## src/rtl/alu_nibble_seq_pkg.sv

```systemverilog
// Shared constants for the nibble-serial ALU sequencer: opcodes, FSM state
// encoding and the 4-bit slice select encodings.
package alu_nibble_seq_pkg;

  localparam logic [2:0] OP_ADD  = 3'b000;
  localparam logic [2:0] OP_ADC  = 3'b001;
  localparam logic [2:0] OP_SUB  = 3'b010;
  localparam logic [2:0] OP_SBB  = 3'b011;
  localparam logic [2:0] OP_INC  = 3'b100;
  localparam logic [2:0] OP_DEC  = 3'b101;
  localparam logic [2:0] OP_PASS = 3'b110;
  localparam logic [2:0] OP_RSVD = 3'b111;

  localparam logic [1:0] ST_IDLE = 2'd0;
  localparam logic [1:0] ST_RUN  = 2'd1;
  localparam logic [1:0] ST_DONE = 2'd2;

  // {s1, s0} as seen by the slice: x + sel + cin
  localparam logic [1:0] SEL_Y    = 2'b00;
  localparam logic [1:0] SEL_NY   = 2'b01;
  localparam logic [1:0] SEL_ZERO = 2'b10;
  localparam logic [1:0] SEL_ONES = 2'b11;

endpackage

```

## src/rtl/alu_nibble_seq_decode.sv

```systemverilog
// Opcode decoder: maps the request opcode and carry-in onto the slice select
// lines and the carry fed into nibble 0. Purely combinational.
module alu_seq_decode
  import alu_nibble_seq_pkg::*;
(
  input  logic [2:0] op_i,
  input  logic       cin_i,
  output logic       s1_o,
  output logic       s0_o,
  output logic       cin0_o
);

  logic [1:0] sel;

  always_comb begin
    // NOTE: every output of a combinational block gets a default first, so no path can infer a latch.
    sel    = SEL_ZERO;
    cin0_o = 1'b0;
    case (op_i)
      OP_ADD:  begin sel = SEL_Y;    cin0_o = 1'b0;  end
      OP_ADC:  begin sel = SEL_Y;    cin0_o = cin_i; end
      OP_SUB:  begin sel = SEL_NY;   cin0_o = 1'b1;  end
      OP_SBB:  begin sel = SEL_NY;   cin0_o = cin_i; end
      OP_INC:  begin sel = SEL_ZERO; cin0_o = 1'b1;  end
      OP_DEC:  begin sel = SEL_ONES; cin0_o = 1'b0;  end
      default: begin sel = SEL_ZERO; cin0_o = 1'b0;  end  // PASS and reserved
    endcase
  end

  assign {s1_o, s0_o} = sel;

endmodule

```

## src/rtl/alu_nibble_seq.sv

```systemverilog
// Nibble-serial add/sub/inc/dec/pass sequencer driving an external 4-bit slice.
// Optional zero/overflow result flags are enabled with `define ALU_SEQ_FLAGS_EN.
module alu_nibble_seq
  import alu_nibble_seq_pkg::*;
#(
  parameter  int NIBBLES = 4,
  localparam int W       = 4 * NIBBLES
) (
  input  logic         clk,
  input  logic         rst,
  input  logic         req_valid,
  output logic         req_ready,
  input  logic [2:0]   req_op,
  input  logic [W-1:0] req_x,
  input  logic [W-1:0] req_y,
  input  logic         req_cin,
  output logic         rsp_valid,
  input  logic         rsp_ready,
  output logic [W-1:0] rsp_d,
  output logic         rsp_cout,
`ifdef ALU_SEQ_FLAGS_EN
  output logic         rsp_zero,
  output logic         rsp_ovf,
`endif
  output logic [3:0]   alu_x,
  output logic [3:0]   alu_y,
  output logic         alu_cin,
  output logic         alu_s1,
  output logic         alu_s0,
  input  logic [3:0]   alu_d,
  input  logic         alu_cout
);

  localparam int            KW     = (NIBBLES > 1) ? $clog2(NIBBLES) : 1;
  localparam logic [KW-1:0] K_LAST = KW'(NIBBLES - 1);

  logic [1:0]    state_q, state_d;
  logic [KW-1:0] k_q, k_d;
  logic          c_q, c_d;
  logic [W-1:0]  x_q, x_d, y_q, y_d;
  logic [1:0]    sel_q, sel_d;
  logic          cin0_q, cin0_d;
  logic [W-1:0]  rsp_d_q, rsp_d_d;
  logic          rsp_cout_q, rsp_cout_d;

  logic dec_s1, dec_s0, dec_cin0;

  alu_seq_decode u_decode (
    .op_i   (req_op),
    .cin_i  (req_cin),
    .s1_o   (dec_s1),
    .s0_o   (dec_s0),
    .cin0_o (dec_cin0)
  );

`ifdef ALU_SEQ_FLAGS_EN
  logic zero_q, zero_d, ovf_q, ovf_d;
  logic sel_msb;

  always_comb begin
    case (sel_q)
      SEL_Y:    sel_msb = y_q[W-1];
      SEL_NY:   sel_msb = ~y_q[W-1];
      SEL_ZERO: sel_msb = 1'b0;
      default:  sel_msb = 1'b1;
    endcase
  end
`endif

  always_comb begin
    state_d    = state_q;
    k_d        = k_q;
    c_d        = c_q;
    x_d        = x_q;
    y_d        = y_q;
    sel_d      = sel_q;
    cin0_d     = cin0_q;
    rsp_d_d    = rsp_d_q;
    rsp_cout_d = rsp_cout_q;
`ifdef ALU_SEQ_FLAGS_EN
    zero_d     = zero_q;
    ovf_d      = ovf_q;
`endif
    case (state_q)
      ST_IDLE: begin
        if (req_valid) begin
          x_d     = req_x;
          y_d     = req_y;
          sel_d   = {dec_s1, dec_s0};
          cin0_d  = dec_cin0;
          k_d     = '0;
          state_d = ST_RUN;
        end
      end
      ST_RUN: begin
        rsp_d_d[{k_q, 2'b00} +: 4] = alu_d;
        c_d = alu_cout;
        if (k_q == K_LAST) begin
          rsp_cout_d = alu_cout;
          k_d        = '0;
          state_d    = ST_DONE;
`ifdef ALU_SEQ_FLAGS_EN
          zero_d     = (rsp_d_d == '0);
          ovf_d      = (x_q[W-1] == sel_msb) && (alu_d[3] != x_q[W-1]);
`endif
        end else begin
          k_d = k_q + KW'(1);
        end
      end
      ST_DONE: begin
        if (rsp_ready) state_d = ST_IDLE;
      end
      default: state_d = ST_IDLE;
    endcase
  end

  // NOTE: state registers use non-blocking assignments so every flop samples pre-edge values.
  always_ff @(posedge clk or posedge rst) begin
    if (rst) begin
      state_q    <= ST_IDLE;
      k_q        <= '0;
      c_q        <= 1'b0;
      x_q        <= '0;
      y_q        <= '0;
      sel_q      <= SEL_Y;
      cin0_q     <= 1'b0;
      rsp_d_q    <= '0;
      rsp_cout_q <= 1'b0;
`ifdef ALU_SEQ_FLAGS_EN
      zero_q     <= 1'b0;
      ovf_q      <= 1'b0;
`endif
    end else begin
      state_q    <= state_d;
      k_q        <= k_d;
      c_q        <= c_d;
      x_q        <= x_d;
      y_q        <= y_d;
      sel_q      <= sel_d;
      cin0_q     <= cin0_d;
      rsp_d_q    <= rsp_d_d;
      rsp_cout_q <= rsp_cout_d;
`ifdef ALU_SEQ_FLAGS_EN
      zero_q     <= zero_d;
      ovf_q      <= ovf_d;
`endif
    end
  end

  // The slice pins idle at zero so a shared slice sees no activity outside RUN.
  always_comb begin
    alu_x   = 4'h0;
    alu_y   = 4'h0;
    alu_cin = 1'b0;
    alu_s1  = 1'b0;
    alu_s0  = 1'b0;
    if (state_q == ST_RUN) begin
      alu_x            = x_q[{k_q, 2'b00} +: 4];
      alu_y            = y_q[{k_q, 2'b00} +: 4];
      {alu_s1, alu_s0} = sel_q;
      alu_cin          = (k_q == '0) ? cin0_q : c_q;
    end
  end

  assign req_ready = (state_q == ST_IDLE);
  assign rsp_valid = (state_q == ST_DONE);
  assign rsp_d     = rsp_d_q;
  assign rsp_cout  = rsp_cout_q;
`ifdef ALU_SEQ_FLAGS_EN
  assign rsp_zero  = zero_q;
  assign rsp_ovf   = ovf_q;
`endif

endmodule
```

## config.mk

```make
export PLATFORM = sky130hd
export DESIGN_NAME = alu_nibble_seq
export DESIGN_NICKNAME = d
export VERILOG_FILES = /design/src/rtl/alu_nibble_seq_pkg.sv /design/src/rtl/alu_nibble_seq_decode.sv /design/src/rtl/alu_nibble_seq.sv
export SDC_FILE = /design/constraint.sdc
export NUM_CORES = 1
export LEC_CHECK = 0
export CAP_MARGIN = 20
export CELL_PAD_IN_SITES_DETAIL_PLACEMENT = 2
export CELL_PAD_IN_SITES_GLOBAL_PLACEMENT = 2
export CORE_MARGIN = 2
export CORE_UTILIZATION = 31
export CTS_CLUSTER_SIZE = 16
export DETAILED_ROUTE_END_ITERATION = 10
export HOLD_SLACK_MARGIN = 0.15
export PLACE_DENSITY = 0.81
export SYNTH_ARGS = -nofsm -noshare
export SYNTH_HDL_FRONTEND = slang
export SYNTH_SLANG_ARGS = --single-unit
```

## constraint.sdc

```tcl
create_clock -name clk -period 2.3 [get_ports clk]
set_input_delay 0.46 -clock clk [delete_from_list [all_inputs] [get_ports clk]]
set_output_delay 0.46 -clock clk [all_outputs]
set_load 0.02 [all_outputs]
```

==> metrics.log, run 1 <==
INFO  metric yosys_warnings = 0
INFO  metric dr_vias_cell = just under 5
INFO  metric critical_path.startpoint_type = flop
INFO  metric drive_gt1_frac = 0.2768
INFO  metric regToRegSetupSlack = 0.23 ns
INFO  metric place_hpwl = 5202 um
INFO  metric clk_path_buf_depth = 2
INFO  metric die-width = a little under 100 um
INFO  metric relSlewSlack = 0.6780
INFO  metric synth-compound-area-share = 0.05987
INFO  metric max_cap_violations = 0
INFO  metric static-leakage-power = 1.606 nW
INFO  metric die-height = 96.90 um
INFO  metric postSynthCellCount = a little under 200
INFO  metric synth_largest_area_cell = sky130_fd_sc_hd__dfrtp_1
INFO  metric diodes = 0
INFO  metric post_synth.cell_area_avg = 13.65 um2
INFO  metric final.hold.worst_slack = between 0.4 and 0.5 ns
INFO  metric grt_antenna_before_repair = 0
INFO  metric final_cell_area = 3796 um2
INFO  metric critical_path.max_stage_delay = 0.55 ns
INFO  metric timing_worst_slew_pin_value = 0.4823 ns
INFO  metric wire_per_inst = 18.31 um
INFO  metric setup_total_negative_slack = 0 ns
INFO  metric clock-root-buffer = sky130_fd_sc_hd__clkbuf_8
INFO  metric placement.cell_area = between 3000 and 4000 um2
INFO  metric synth_largest_type_area_fraction = 0.5332
INFO  metric clk_transition_reported_paths = 0.07 ns
INFO  metric grt_usage = 0.1676
INFO  metric ys_top_cells_by_area = sky130_fd_sc_hd__dfrtp_1 53%, sky130_fd_sc_hd__mux2_2 14%, sky130_fd_sc_hd__mux4_1 4.9%
INFO  metric max_freq = 0.4428 GHz
INFO  metric final_period_minus_worst_setup_slack = between 2 and 2.5 ns
INFO  metric synthAdderAreaFrac = 0.02806
INFO  metric numCtsBuffers = 9
INFO  metric synthSimpleGateAreaFrac = 0.1183
INFO  metric grt.overflow.total = 0
INFO  metric regToRegStartpoint = k_q[0]
INFO  metric endpoint_required_time_on_the_critical_path = 1.84 ns
INFO  metric unrepaired_setup_endpoints_after_global_routing = yes
INFO  metric area_growth = 41.91%
INFO  metric crit_arrival = between 1.5 and 2 ns
INFO  metric timing.reg2reg.worst_path_depth = 7
INFO  metric ys_seq_elements = 57
INFO  metric route.antenna.remaining_nets = 0
INFO  metric netlist_area = 2675 um2
INFO  metric cts_tree = built
INFO  metric yosys-mux-area-fraction = 0.2254
INFO  metric synth_ff_type = sky130_fd_sc_hd__dfrtp_1
INFO  metric largest_driver_fanout_on_the_critical_path = 6
INFO  metric yosys.cell_types.count = 35
INFO  metric finalHoldViolations = 0
INFO  metric post-route-drc-count = 0
INFO  metric maximum_level_of_the_cts_h_tree = 3
INFO  metric crit_type = reg -> out
INFO  metric grt_start_max_net_pins = 41
INFO  metric place_inst = 378
INFO  metric utilization_after_layout = 0.4574
INFO  metric outcome = finished, final reports clean
INFO  metric crit_family = multiplexers
INFO  metric post-route-period-util = 0.9818
INFO  metric i_o_pins = 75
INFO  metric power-per-cell-area = 1466 nW/um2
INFO  metric setup_failing_eps_final = 0
INFO  metric most_repeated_cell_in_the_gate_level_netlist_after_synthesis = sky130_fd_sc_hd__dfrtp_1
INFO  metric postSynthNetCount = 247
INFO  metric io_buffers = between 70 and 80
INFO  metric critPathSlowestCell = sky130_fd_sc_hd__mux4_1
INFO  metric gp_congestion = 0.6819
INFO  metric first_global_vias = 2333
INFO  metric floorplan.core_area = between 8000 and 9000 um2
INFO  metric yosysSeqAreaShare = 0.5332
INFO  metric type_of_destination_of_the_critical_path = primary output
INFO  metric async_reset_ff_frac = 1.000
INFO  metric totalWireLength = 7214 um
INFO  metric path_buf_inv = 2
INFO  metric hold_path_class = in -> async
INFO  metric dieArea = between 9000 and 10000 um2
INFO  metric fin_cells = 394
INFO  metric crit-reg2reg-capture = rsp_d[0]
INFO  metric dp_slack = 0.02864 ns
INFO  metric setup_slack = 0.04188 ns
INFO  metric cts.sinks = 57
INFO  metric starting_density_of_the_core = 0.3223
INFO  metric synthXorXnorAreaFrac = 0.003274
INFO  metric rows = 33
INFO  metric synth.top_cells.by_count = 57 x sky130_fd_sc_hd__dfrtp_1, 33 x sky130_fd_sc_hd__mux2_2, 23 x sky130_fd_sc_hd__nand2_1, 10 x sky130_fd_sc_hd__and2_1, 7 x sky130_fd_sc_hd__a22o_1
INFO  metric cts.repair_timing.setup_buffer_count = 0
INFO  metric detailroute.via_count = 1939
INFO  metric skew_final = 0.004238 ns
INFO  metric ir_worst_vdd = 0.0004813 V
INFO  metric first_pass_iters = 4
INFO  metric grt_pass1_wl = approximately 13000 um
INFO  metric worst_skew_pair.late_latency = 0.33 ns
INFO  metric timing.critical_path.cells = buf_12 > mux4_1 > and2_1 > buf_2
INFO  metric slew_violations = 0
INFO  metric synth_top_family_by_area = multiplexers
INFO  metric iter_0_drt_violations = 51
INFO  metric number_of_flops_mapped_to_enable_cells_by_yosys = 0
INFO  metric fin_total_pwr = 5.566 mW
INFO  metric final_nets = about 340
-- where the power goes --
group	leakage [nW]	internal [mW]	switching (mW)	total, mW
Sequential	0.703	1.50	0.288	1.78
Combinational	0.789	1.37	1.34	2.71
Clock	0.115	0.665	0.406	1.07
Total	1.61	3.53	2.03	5.57
-- metal layers --
layer,up-vias,wire (um),global-route usage
li1,881,-,-
met1,988,2854,0.1968
met2,59,3796,0.2917
met3,11,446,0.05419
met4,0,118,0.05092
met5,-,0,0
-- cell families after synthesis --
| family | after synthesis |
|---|---|
| compound gates | 22 |
| xor+xnor | 1 |
| fa+ha+maj | 6 |
| buf+inv | 13 |
| flops | 57 |
| mux | 44 |
| simple gates | 53 |
-- registers in the layout, indices dropped and copies added, names as in the netlist --
register and flops:
rsp_d 16, rsp_cout 1, sel_q 2, y_q 16, cin0_q 1, state_q 2
c_q 1, k_q 2, x_q 16
-- layout make-up --
class | count | area (um2)
clock inverter | 5 | 77.57
tap | 105 | 131.4
multi-input combinational | 126 | 1166
inverter | 4 | 15.01
timing repair buffer | 86 | 828.3
sequential | 57 | 1426
clock buffer | 11 | 151.4
fill | 837 | 4503
-- layout by cell type, fill, tap and decap left out, drive strengths merged, types with 4 or more instances in the layout --
master / synthesis / routed
inv: 4 / 4
mux4: 8 / 8
buf: 8 / 20
mux2: 35 / 35
dfrtp: 57 / 57
clkbuf: 1 / 12
clkdlybuf4s50: 0 / 63
and2: 10 / 10
o21ai: 6 / 6
a22o: 7 / 7
nand2b: 4 / 4
ha: 6 / 6
nand2: 23 / 23
nand3b: 5 / 5
-- how the worst max path moves through the flow --
stage | endpoint | cells after the start | from
global placement | alu_x[3] | 4 | k_q[0]
finish | alu_y[2] | 4 | k_q[0]
global route | alu_y[2] | 4 | k_q[0]
detailed placement | alu_x[0] | 4 | k_q[0]
floorplan | alu_cin | 6 | k_q[0]
CTS | alu_y[2] | 4 | k_q[0]
-- what timing repair did --
action / CTS / global route
endpoints found under the setup margin: 11 / 7
hold buffers: 0 / 0
gates resized for setup: 36 / 5
Note: power is estimated with default switching activity, not from simulation.
==> run 2: changes to the inputs <==
--- a/config.mk
+++ b/config.mk
@@ -13,7 +13,8 @@
 export CTS_CLUSTER_SIZE = 16
 export DETAILED_ROUTE_END_ITERATION = 10
 export HOLD_SLACK_MARGIN = 0.15
-export PLACE_DENSITY = 0.81
+export PLACE_DENSITY = 0.82
 export SYNTH_ARGS = -nofsm -noshare
 export SYNTH_HDL_FRONTEND = slang
+export SYNTH_HIERARCHICAL = 1
 export SYNTH_SLANG_ARGS = --single-unit
==> run 2 against run 1 <==
  * Sequential share of layout area fell by 1.2 points
  * Final cell count grew 6.1%
  * Critical path type unchanged
  * Synthesized area rose by 3.9%
  * Flip-flop and latch count unchanged
  * Core utilization down 0.76 points
  * Clock power is 7% lower
==> metrics.log, run 2 <==
INFO  metric relSlewSlack = 0.6477 (-0.03030)
INFO  metric place_inst = 400 (+5.8%)
INFO  metric dieArea = 9738 um2 (+3.7%)
INFO  metric max_cap_violations = 0 (unchanged)
INFO  metric endpoint_required_time_on_the_critical_path = 1.84 ns (about the same)
INFO  metric critical_path.startpoint_type = flop
INFO  metric skew_final = 0.005274 ns (+0.001037 ns)
INFO  metric grt.overflow.total = 0 (unchanged)
INFO  metric diodes = 0 (unchanged)
INFO  metric clk_transition_reported_paths = 0.07 ns (about the same)
INFO  metric maximum_level_of_the_cts_h_tree = 3 (unchanged)
INFO  metric outcome = finished, final reports clean
INFO  metric crit-reg2reg-capture = rsp_d[12]
INFO  metric gp_congestion = 0.6917 (+1.4%)
INFO  metric path_buf_inv = 1 (-1)
INFO  metric synth.top_cells.by_count = 57 x sky130_fd_sc_hd__dfrtp_1, 36 x sky130_fd_sc_hd__mux2_1, 20 x sky130_fd_sc_hd__inv_1, 18 x sky130_fd_sc_hd__mux2i_1, 17 x sky130_fd_sc_hd__nand2_1
INFO  metric type_of_destination_of_the_critical_path = primary output
INFO  metric clock_power_share = 0.179 (-0.013)
INFO  metric numCtsBuffers = 9 (unchanged)
INFO  metric timing.reg2reg.worst_path_depth = 4 (-3)
INFO  metric clock-root-buffer = sky130_fd_sc_hd__clkbuf_8
INFO  metric iter_0_drt_violations = 33 (-35%)
INFO  metric grt_antenna_before_repair = 0 (unchanged)
INFO  metric netSwitchingFraction = 0.3871 (+0.02215)
INFO  metric utilization_after_layout = 0.4498 (-0.007625)
INFO  metric yosys.cell_types.count = 31 (-11%)
INFO  metric timing.critical_path.from = k_q[1]
INFO  metric regToRegSetupSlack = 0.41 ns (+0.18 ns)
INFO  metric number_of_flops_mapped_to_enable_cells_by_yosys = 0 (unchanged)
INFO  metric starting_density_of_the_core = 0.3187 (-0.003676)
INFO  metric synth_ff_type = sky130_fd_sc_hd__dfrtp_1
INFO  metric dr_vias_cell = 4.868 (-1.1%)
INFO  metric power-per-cell-area = 1411 nW/um2 (-3.7%)
INFO  metric grt_start_max_net_pins = 36 (-12%)
INFO  metric synth_largest_type_area_fraction = 0.5133 (-0.01993)
INFO  metric cts_tree = built
INFO  metric io_buffers = 74 (unchanged)
INFO  metric timing.critical_path.cells = or3b_4 > o22ai_1 > dlygate4sd2_1
INFO  metric crit_type = reg -> out
INFO  metric setup_total_negative_slack = 0 ns (unchanged)
INFO  metric first_global_vias = 2335 (+0.086%)
INFO  metric ir_worst_vdd = 0.0006226 V (+29%)
INFO  metric worst_skew_pair.late_latency = 0.33 ns (about the same)
INFO  metric postSynthCellCount = 219 (+12%)
INFO  metric crit_arrival = 1.72 ns (-0.08 ns)
INFO  metric combinationalPowerShare = 0.507 (+0.020)
INFO  metric yosysSeqAreaShare = 0.5133 (-0.01993)
INFO  metric mostFrequentLayoutCell = sky130_fd_sc_hd__clkdlybuf4s50_1
INFO  metric post_synth.cell_area_avg = 12.69 um2 (-7.0%)
INFO  metric yosys_warnings = 6 (+6)
INFO  metric synth_largest_area_cell = sky130_fd_sc_hd__dfrtp_1
INFO  metric final_cell_area = 3923 um2 (+3.3%)
INFO  metric power.net_switching = 2.143 mW (+5.5%)
INFO  metric static-leakage-power = 1.694 nW (+5.4%)
INFO  metric netlist_area = 2779 um2 (+3.9%)
INFO  metric clk_path_buf_depth = 2 (unchanged)
INFO  metric most_repeated_cell_in_the_gate_level_netlist_after_synthesis = sky130_fd_sc_hd__dfrtp_1
INFO  metric fin_cells = 418 (+6.1%)
INFO  metric critical_path.max_stage_delay = 0.47 ns (-0.08 ns)
INFO  metric critPathSlowestCell = sky130_fd_sc_hd__or3b_4
INFO  metric i_o_pins = 75 (unchanged)
INFO  metric postSynthNetCount = 269 (+8.9%)
INFO  metric number_of_filler_instances_in_the_final_layout = 895 (+6.9%)
INFO  metric async_reset_ff_frac = 1.000 (unchanged)
INFO  metric drive_gt1_frac = 0.1484 (-0.1284)
INFO  metric die-width = 98.68 um (+1.8%)
INFO  metric largest_driver_fanout_on_the_critical_path = 8 (+2)
INFO  metric place_hpwl = 5302 um (+1.9%)
INFO  metric die-height = 98.68 um (+1.8%)
INFO  metric wire_per_inst = 17.23 um (-5.9%)
INFO  metric critical_path_cell_count = 3 (-1)
INFO  metric placement.cell_area = 3694 um2 (+2.3%)
INFO  metric cts.sinks = 57 (unchanged)
INFO  metric totalWireLength = 7204 um (-0.14%)
INFO  metric ys_top_cells_by_area = sky130_fd_sc_hd__dfrtp_1 51%, sky130_fd_sc_hd__mux2_1 15%, sky130_fd_sc_hd__mux2i_1 6.5%
INFO  metric finalHoldViolations = 0 (unchanged)
INFO  metric rows = 34 (+3.0%)
INFO  metric grt_pass1_wl = 12310 um (-1.7%)
INFO  metric first_pass_iters = 4 (unchanged)
INFO  metric worstSetupEndpoint = alu_x[2]
INFO  metric slew_violations = 0 (unchanged)
INFO  metric crit_family = simple AND/OR/NAND/NOR gates
INFO  metric final_nets = 355 (+6.0%)
INFO  metric timing_worst_slew_pin_value = 0.5277 ns (+0.04539 ns)
INFO  metric final_period_minus_worst_setup_slack = 2.182 ns (-0.07600 ns)
INFO  metric ys_seq_elements = 57 (unchanged)
INFO  metric power.internal = 3.393 mW (-4.0%)
INFO  metric post-route-period-util = 0.9487 (-0.03305)
INFO  metric setup_failing_eps_final = 0 (unchanged)
INFO  metric post-route-drc-count = 0 (unchanged)
INFO  metric grt_usage = 0.1618 (-0.005786)
INFO  metric route.antenna.remaining_nets = 0 (unchanged)
INFO  metric hold_path_class = in -> async
INFO  metric floorplan.core_area = 8721 um2 (+5.1%)
INFO  metric unrepaired_setup_endpoints_after_global_routing = no
INFO  metric max_freq = 0.4583 GHz (+3.5%)
INFO  metric area_growth = 41.15%
INFO  metric most-common-layout-cells = 62 x sky130_fd_sc_hd__clkdlybuf4s50_1, 57 x sky130_fd_sc_hd__dfrtp_1, 36 x sky130_fd_sc_hd__mux2_1
INFO  metric pwr-share-seq = 0.314 (-0.006)
INFO  metric detailroute.via_count = 2035 (+5.0%)
INFO  metric regToRegStartpoint = k_q[0]
[run 2: cell count changes after synthesis, sizes merged, moves of 3 or more]
| cell | delta |
|---|---|
| a22o | -7 |
| and2 | -8 |
| and3b | +4 |
| clkbuf | +3 |
| inv | +16 |
| mux2i | +17 |
| mux4 | -8 |
| nand2 | -6 |
| nand2b | -3 |
| o21ai | -5 |
| o22ai | +8 |
| o32ai | +16 |
| o41ai | -3 |
| or4b | +3 |
[run 2: how the worst min path moves through the flow]
stage	startpoint	end	depth (start not counted)
after floorplan	sel_q[0]	sel_q[0]	1
after global placement	x_q[10]	x_q[10]	1
after detailed placement	sel_q[1]	sel_q[1]	1
after CTS	sel_q[1]	sel_q[1]	1
after global routing	y_q[7]	y_q[7]	1
final	rst	y_q[0]	2
[run 2: worst reg2reg max path, delay by kind of cell (launching register included)]
family	cells	cell delay (ns)
fa+ha+maj	1	0.38
flops	1	0.41
buf+inv	1	0.15
simple gates	1	0.60
compound gates	1	0.27
[run 2: layout make-up]
class | instances | area, um2 | share of cell area
Timing Repair Buffer | 88 | 859.6 | 0.2191
Sequential cell | 57 | 1426 | 0.3636
Clock inverter | 2 | 35.03 | 0.008931
Multi-Input combinational cell | 129 | 1219 | 0.3107
Clock buffer | 14 | 172.7 | 0.04402
Inverter | 20 | 75.07 | 0.01914
Tap cell | 108 | 135.1 | 0.03445
[run 2: cells by family (layout without fill, tap and decap cells)]
kind of cell | after synthesis | in the layout | share of synthesized area
DFF | 57 | 57 | 0.5133
muxes | 55 | 55 | 0.2148
and+or+nand+nor | 39 | 39 | 0.08600
buffers and inverters | 33 | 124 | 0.05628
AOI/OAI and AO/OA | 29 | 29 | 0.1040
adders and majority gates | 5 | 5 | 0.02251
xor gates and xnor gates | 1 | 1 | 0.003152
[run 2: what timing repair did]
item                       4_1_cts  5_1_grt
buffers inserted                 2        0
hold buffers                     0        0
resized for setup               14        3
pin swaps                        1        0
setup endpoints to repair       11        2
[run 2: power groups by stage]
stage               registers [mW]  clock network, mW  logic (mW)
floorplan                     1.86                  0        1.63
global placement              1.72                  0        2.83
detailed placement            1.76                  0        2.89
CTS                           1.75               1.03        2.85
global route                  1.82               1.08        3.06
finish                        1.74              0.992        2.80
[run 2: per-stage QoR]
| stage | hold slack (ns) | power [mW] | setup slack, ns |
|---|---|---|---|
| finish | 0.4805 | 5.536 | 0.1179 |
| CTS | 0.4879 | 5.620 | 0.02156 |
| global placement | 0.4660 | 4.545 | 0.08661 |
| global route | 0.5095 | 5.956 | 0.02688 |
| detailed placement | 0.4730 | 4.651 | 0.05088 |
| floorplan | 0.4489 | 3.490 | 0.09334 |
[run 2: routing by layer]
layer / GRT usage / wire (um) / vias to the layer above
met5: 0 / 0 / -
met4: 0.05058 / 61 / 0
met3: 0.05603 / 476 / 7
met2: 0.2669 / 3557 / 60
met1: 0.2004 / 3109 / 1017
li1: - / - / 951
==> run 3: changes to the inputs <==
--- a/config.mk
+++ b/config.mk
@@ -9,11 +9,12 @@
 export CELL_PAD_IN_SITES_DETAIL_PLACEMENT = 2
 export CELL_PAD_IN_SITES_GLOBAL_PLACEMENT = 2
 export CORE_MARGIN = 2
-export CORE_UTILIZATION = 31
+export CORE_UTILIZATION = 28
 export CTS_CLUSTER_SIZE = 16
 export DETAILED_ROUTE_END_ITERATION = 10
+export GPL_ROUTABILITY_DRIVEN = 0
 export HOLD_SLACK_MARGIN = 0.15
-export PLACE_DENSITY = 0.82
+export PLACE_DENSITY = 0.73
 export SYNTH_ARGS = -nofsm -noshare
 export SYNTH_HDL_FRONTEND = slang
 export SYNTH_HIERARCHICAL = 1
==> constraint.sdc (replaced) <==
create_clock -name clk -period 1.8 [get_ports clk]
set_input_delay 0.36 -clock clk [delete_from_list [all_inputs] [get_ports clk]]
set_output_delay 0.36 -clock clk [all_outputs]
set_load 0.02 [all_outputs]
==> run 3 against run 2 <==
  * The run now ends with negative setup slack left
  * Count of clock-buffer cells in the layout fell by 2
  * Sequential share of layout area fell by 4.0 points
  * Largest power group unchanged
  * Final cell count rose by 8.9%
  * Sequential power rose by 30%
  * Critical endpoint is now alu_y[3]
  * Non-clock buffer count rose by 12
  * Global-route usage fell by 0.75 points
  * Combinational power rose by 80%
  * Routed wire length rose by 12%
  * First-iteration DRC count rose by 36%
  * Die area rose by 10%
  * Register-to-register slack got worse by 0.46 ns
  * Core utilization rose by 0.60 points
==> metrics.log, run 3 (synthesis results as in run 2) <==
INFO  metric grt.overflow.total = 0 (unchanged)
INFO  metric drive_gt1_frac = 0.3012 (+0.1529)
INFO  metric timing.critical_path.cells = buf_12 > buf_4 > mux2i_1 > o22ai_4 > buf_6
INFO  metric dp_slack = -0.2634 ns (-0.3143 ns)
INFO  metric outcome = complete, but fails checks
INFO  metric first_pass_iters = 4 (unchanged)
INFO  metric path_buf_inv = 3 (+2)
INFO  metric power-per-cell-area = 1967 nW/um2 (+39%)
INFO  metric maximum_level_of_the_cts_h_tree = 3 (unchanged)
INFO  metric utilization_after_layout = 0.4558 (+0.006029)
INFO  metric max_cap_violations = 0 (unchanged)
INFO  metric grt_pass1_wl = 12920 um (+5.0%)
INFO  metric endpoint_required_time_on_the_critical_path = 1.44 ns (-0.40 ns)
INFO  metric power.net_switching = 3.375 mW (+57%)
INFO  metric worst_skew_pair.late_latency = 0.33 ns (about the same)
INFO  metric pwr-share-seq = 0.260 (-0.054)
INFO  metric combinationalPowerShare = 0.580 (+0.073)
INFO  metric clk_transition_reported_paths = 0.07 ns (about the same)
INFO  metric cts_tree = built
INFO  metric regToRegSetupSlack = -0.05 ns (-0.46 ns)
INFO  metric dieArea = 10740 um2 (+10%)
INFO  metric die-height = 103.6 um (+5.0%)
INFO  metric mostFrequentLayoutCell = sky130_fd_sc_hd__clkdlybuf4s50_1
INFO  metric detailroute.via_count = 2105 (+3.4%)
INFO  metric regToRegStartpoint = k_q[0]
INFO  metric ir_worst_vdd = 0.0007971 V (+28%)
INFO  metric die-width = 103.6 um (+5.0%)
INFO  metric most-common-layout-cells = 61 x sky130_fd_sc_hd__clkdlybuf4s50_1, 56 x sky130_fd_sc_hd__dfrtp_1, 36 x sky130_fd_sc_hd__mux2_1
INFO  metric fin_cells = 455 (+8.9%)
INFO  metric setup_failing_eps_final = 17 (+17)
INFO  metric crit_arrival = 1.60 ns (-0.12 ns)
INFO  metric first_global_vias = 2317 (-0.77%)
INFO  metric final.hold.worst_slack = 0.3963 ns (-0.08418 ns)
INFO  metric timing.reg2reg.worst_path_depth = 6 (+2)
INFO  metric clock_power_share = 0.160 (-0.019)
INFO  metric wire_per_inst = 17.76 um (+3.1%)
INFO  metric io_buffers = 74 (unchanged)
INFO  metric ctsHoldBuffers = 0 (unchanged)
INFO  metric critical_path.max_stage_delay = 0.45 ns (-0.02 ns)
INFO  metric netSwitchingFraction = 0.3887 (+0.001548)
INFO  metric largest_driver_fanout_on_the_critical_path = 5 (-3)
INFO  metric slew_violations = 0 (unchanged)
INFO  metric dr_vias_cell = 4.626 (-5.0%)
INFO  metric clk_path_buf_depth = 2 (unchanged)
INFO  metric setup_slack = -0.1573 ns (-0.2752 ns)
INFO  metric clock-root-buffer = sky130_fd_sc_hd__clkbuf_8
INFO  metric finalHoldViolations = 0 (unchanged)
INFO  metric numCtsBuffers = 9 (unchanged)
INFO  metric critPathSlowestCell = sky130_fd_sc_hd__dfrtp_2
INFO  metric final_cell_area = 4414 um2 (+13%)
INFO  metric failing_checks = negative setup slack
INFO  metric critical_path.startpoint_type = flop
INFO  metric unrepaired_setup_endpoints_after_global_routing = yes
INFO  metric route.antenna.remaining_nets = 0 (unchanged)
INFO  metric relSlewSlack = 0.7896 (+0.1419)
INFO  metric hold_path_class = in -> async
INFO  metric post-route-period-util = 1.087
INFO  metric final_period_minus_worst_setup_slack = a little under 2 ns
INFO  metric grt_usage = 0.1543 (-0.007523)
INFO  metric totalWireLength = 8083 um (+12%)
INFO  metric max_freq = 0.5109 GHz
INFO  metric post-route-drc-count = 0 (unchanged)
INFO  metric floorplan.core_area = 9684 um2 (+11%)
INFO  metric rows = 36 (+5.9%)
INFO  metric type_of_destination_of_the_critical_path = primary output
INFO  metric place_hpwl = 5176 um (-2.4%)
INFO  metric power.internal = 5.308 mW (+56%)
INFO  metric starting_density_of_the_core = 0.2870 (-0.03170)
INFO  metric number_of_filler_instances_in_the_final_layout = 960 (+7.3%)
INFO  metric grt_antenna_before_repair = 0 (unchanged)
INFO  metric i_o_pins = 75 (unchanged)
INFO  metric grt_start_max_net_pins = 58 (+61%)
INFO  metric diodes = 0 (unchanged)
INFO  metric crit_family = flip-flops
INFO  metric place_inst = 431 (+7.8%)
INFO  metric crit-reg2reg-capture = rsp_d[8]
INFO  metric fin_total_pwr = 8.683 mW (+57%)
INFO  metric cts.sinks = 57 (unchanged)
INFO  metric skew_final = 0.009306 ns (+0.004032 ns)
INFO  metric crit_type = reg -> out
INFO  metric placement.cell_area = 3815 um2 (+3.3%)
INFO  metric iter_0_drt_violations = 45 (+36%)
INFO  metric area_growth = 58.85%
INFO  metric timing_worst_slew_pin_value = 0.3069 ns (-0.2209 ns)
INFO  metric static-leakage-power = 1.810 nW (+6.9%)
INFO  metric final_nets = 367 (+3.4%)
INFO  metric setup_total_negative_slack = -1.323 ns (-1.323 ns)
## run 3: what timing repair did
item / CTS / global route
pin swaps: 11 / 8
gates cloned: 1 / 0
gates resized for setup: 94 / 28
buffers inserted: 6 / 2
endpoints found under the setup margin: 21 / 29
## run 3: metal layers
layer | up-vias | global-route usage | routed length [um]
li1 | 983 | - | -
met1 | 1076 | 0.1958 | 3478
met2 | 41 | 0.2588 | 4270
met3 | 5 | 0.03461 | 251
met4 | 0 | 0.05502 | 82
met5 | - | 0 | 0
## run 3: tightest hold or removal path: stages
cell                              delay [ns]
sky130_fd_sc_hd__clkdlybuf4s50_1        0.41
sky130_fd_sc_hd__inv_2                  0.07
sky130_fd_sc_hd__buf_12                 0.28
## run 3: area by class of cell
class,count,area (um2),area share
inverters,20,90.09,0.02041
clock buffers,12,155.1,0.03515
repair buffers,100,1039,0.2353
flip-flops and latches,57,1428,0.3234
multi-input cells,129,1461,0.3311
well taps,133,166.4,0.03770
clock inverters,4,75.07,0.01701
## run 3: worst max-delay path by stage
stage | to | slack [ns] | from | depth (start not counted)
6_report | alu_y[3] | -0.16 | k_q[0] | 5
5_1_grt | alu_y[3] | -0.24 | state_q[1] | 5
4_1_cts | alu_y[0] | -0.17 | state_q[1] | 5
3_5_place_dp | alu_x[2] | -0.26 | k_q[1] | 4
3_3_place_gp | alu_x[2] | -0.23 | k_q[1] | 4
2_1_floorplan | rsp_d[12] | -0.09 | k_q[0] | 7
## run 3: power by group through the flow
stage          Clock [mW]  Combinational [mW]  Sequential [mW]
5_1_grt              1.51                5.37             2.35
3_3_place_gp            0                3.87             2.20
4_1_cts              1.44                4.55             2.26
2_1_floorplan           0                2.21             2.37
3_5_place_dp            0                3.95             2.25
6_report             1.39                5.03             2.26
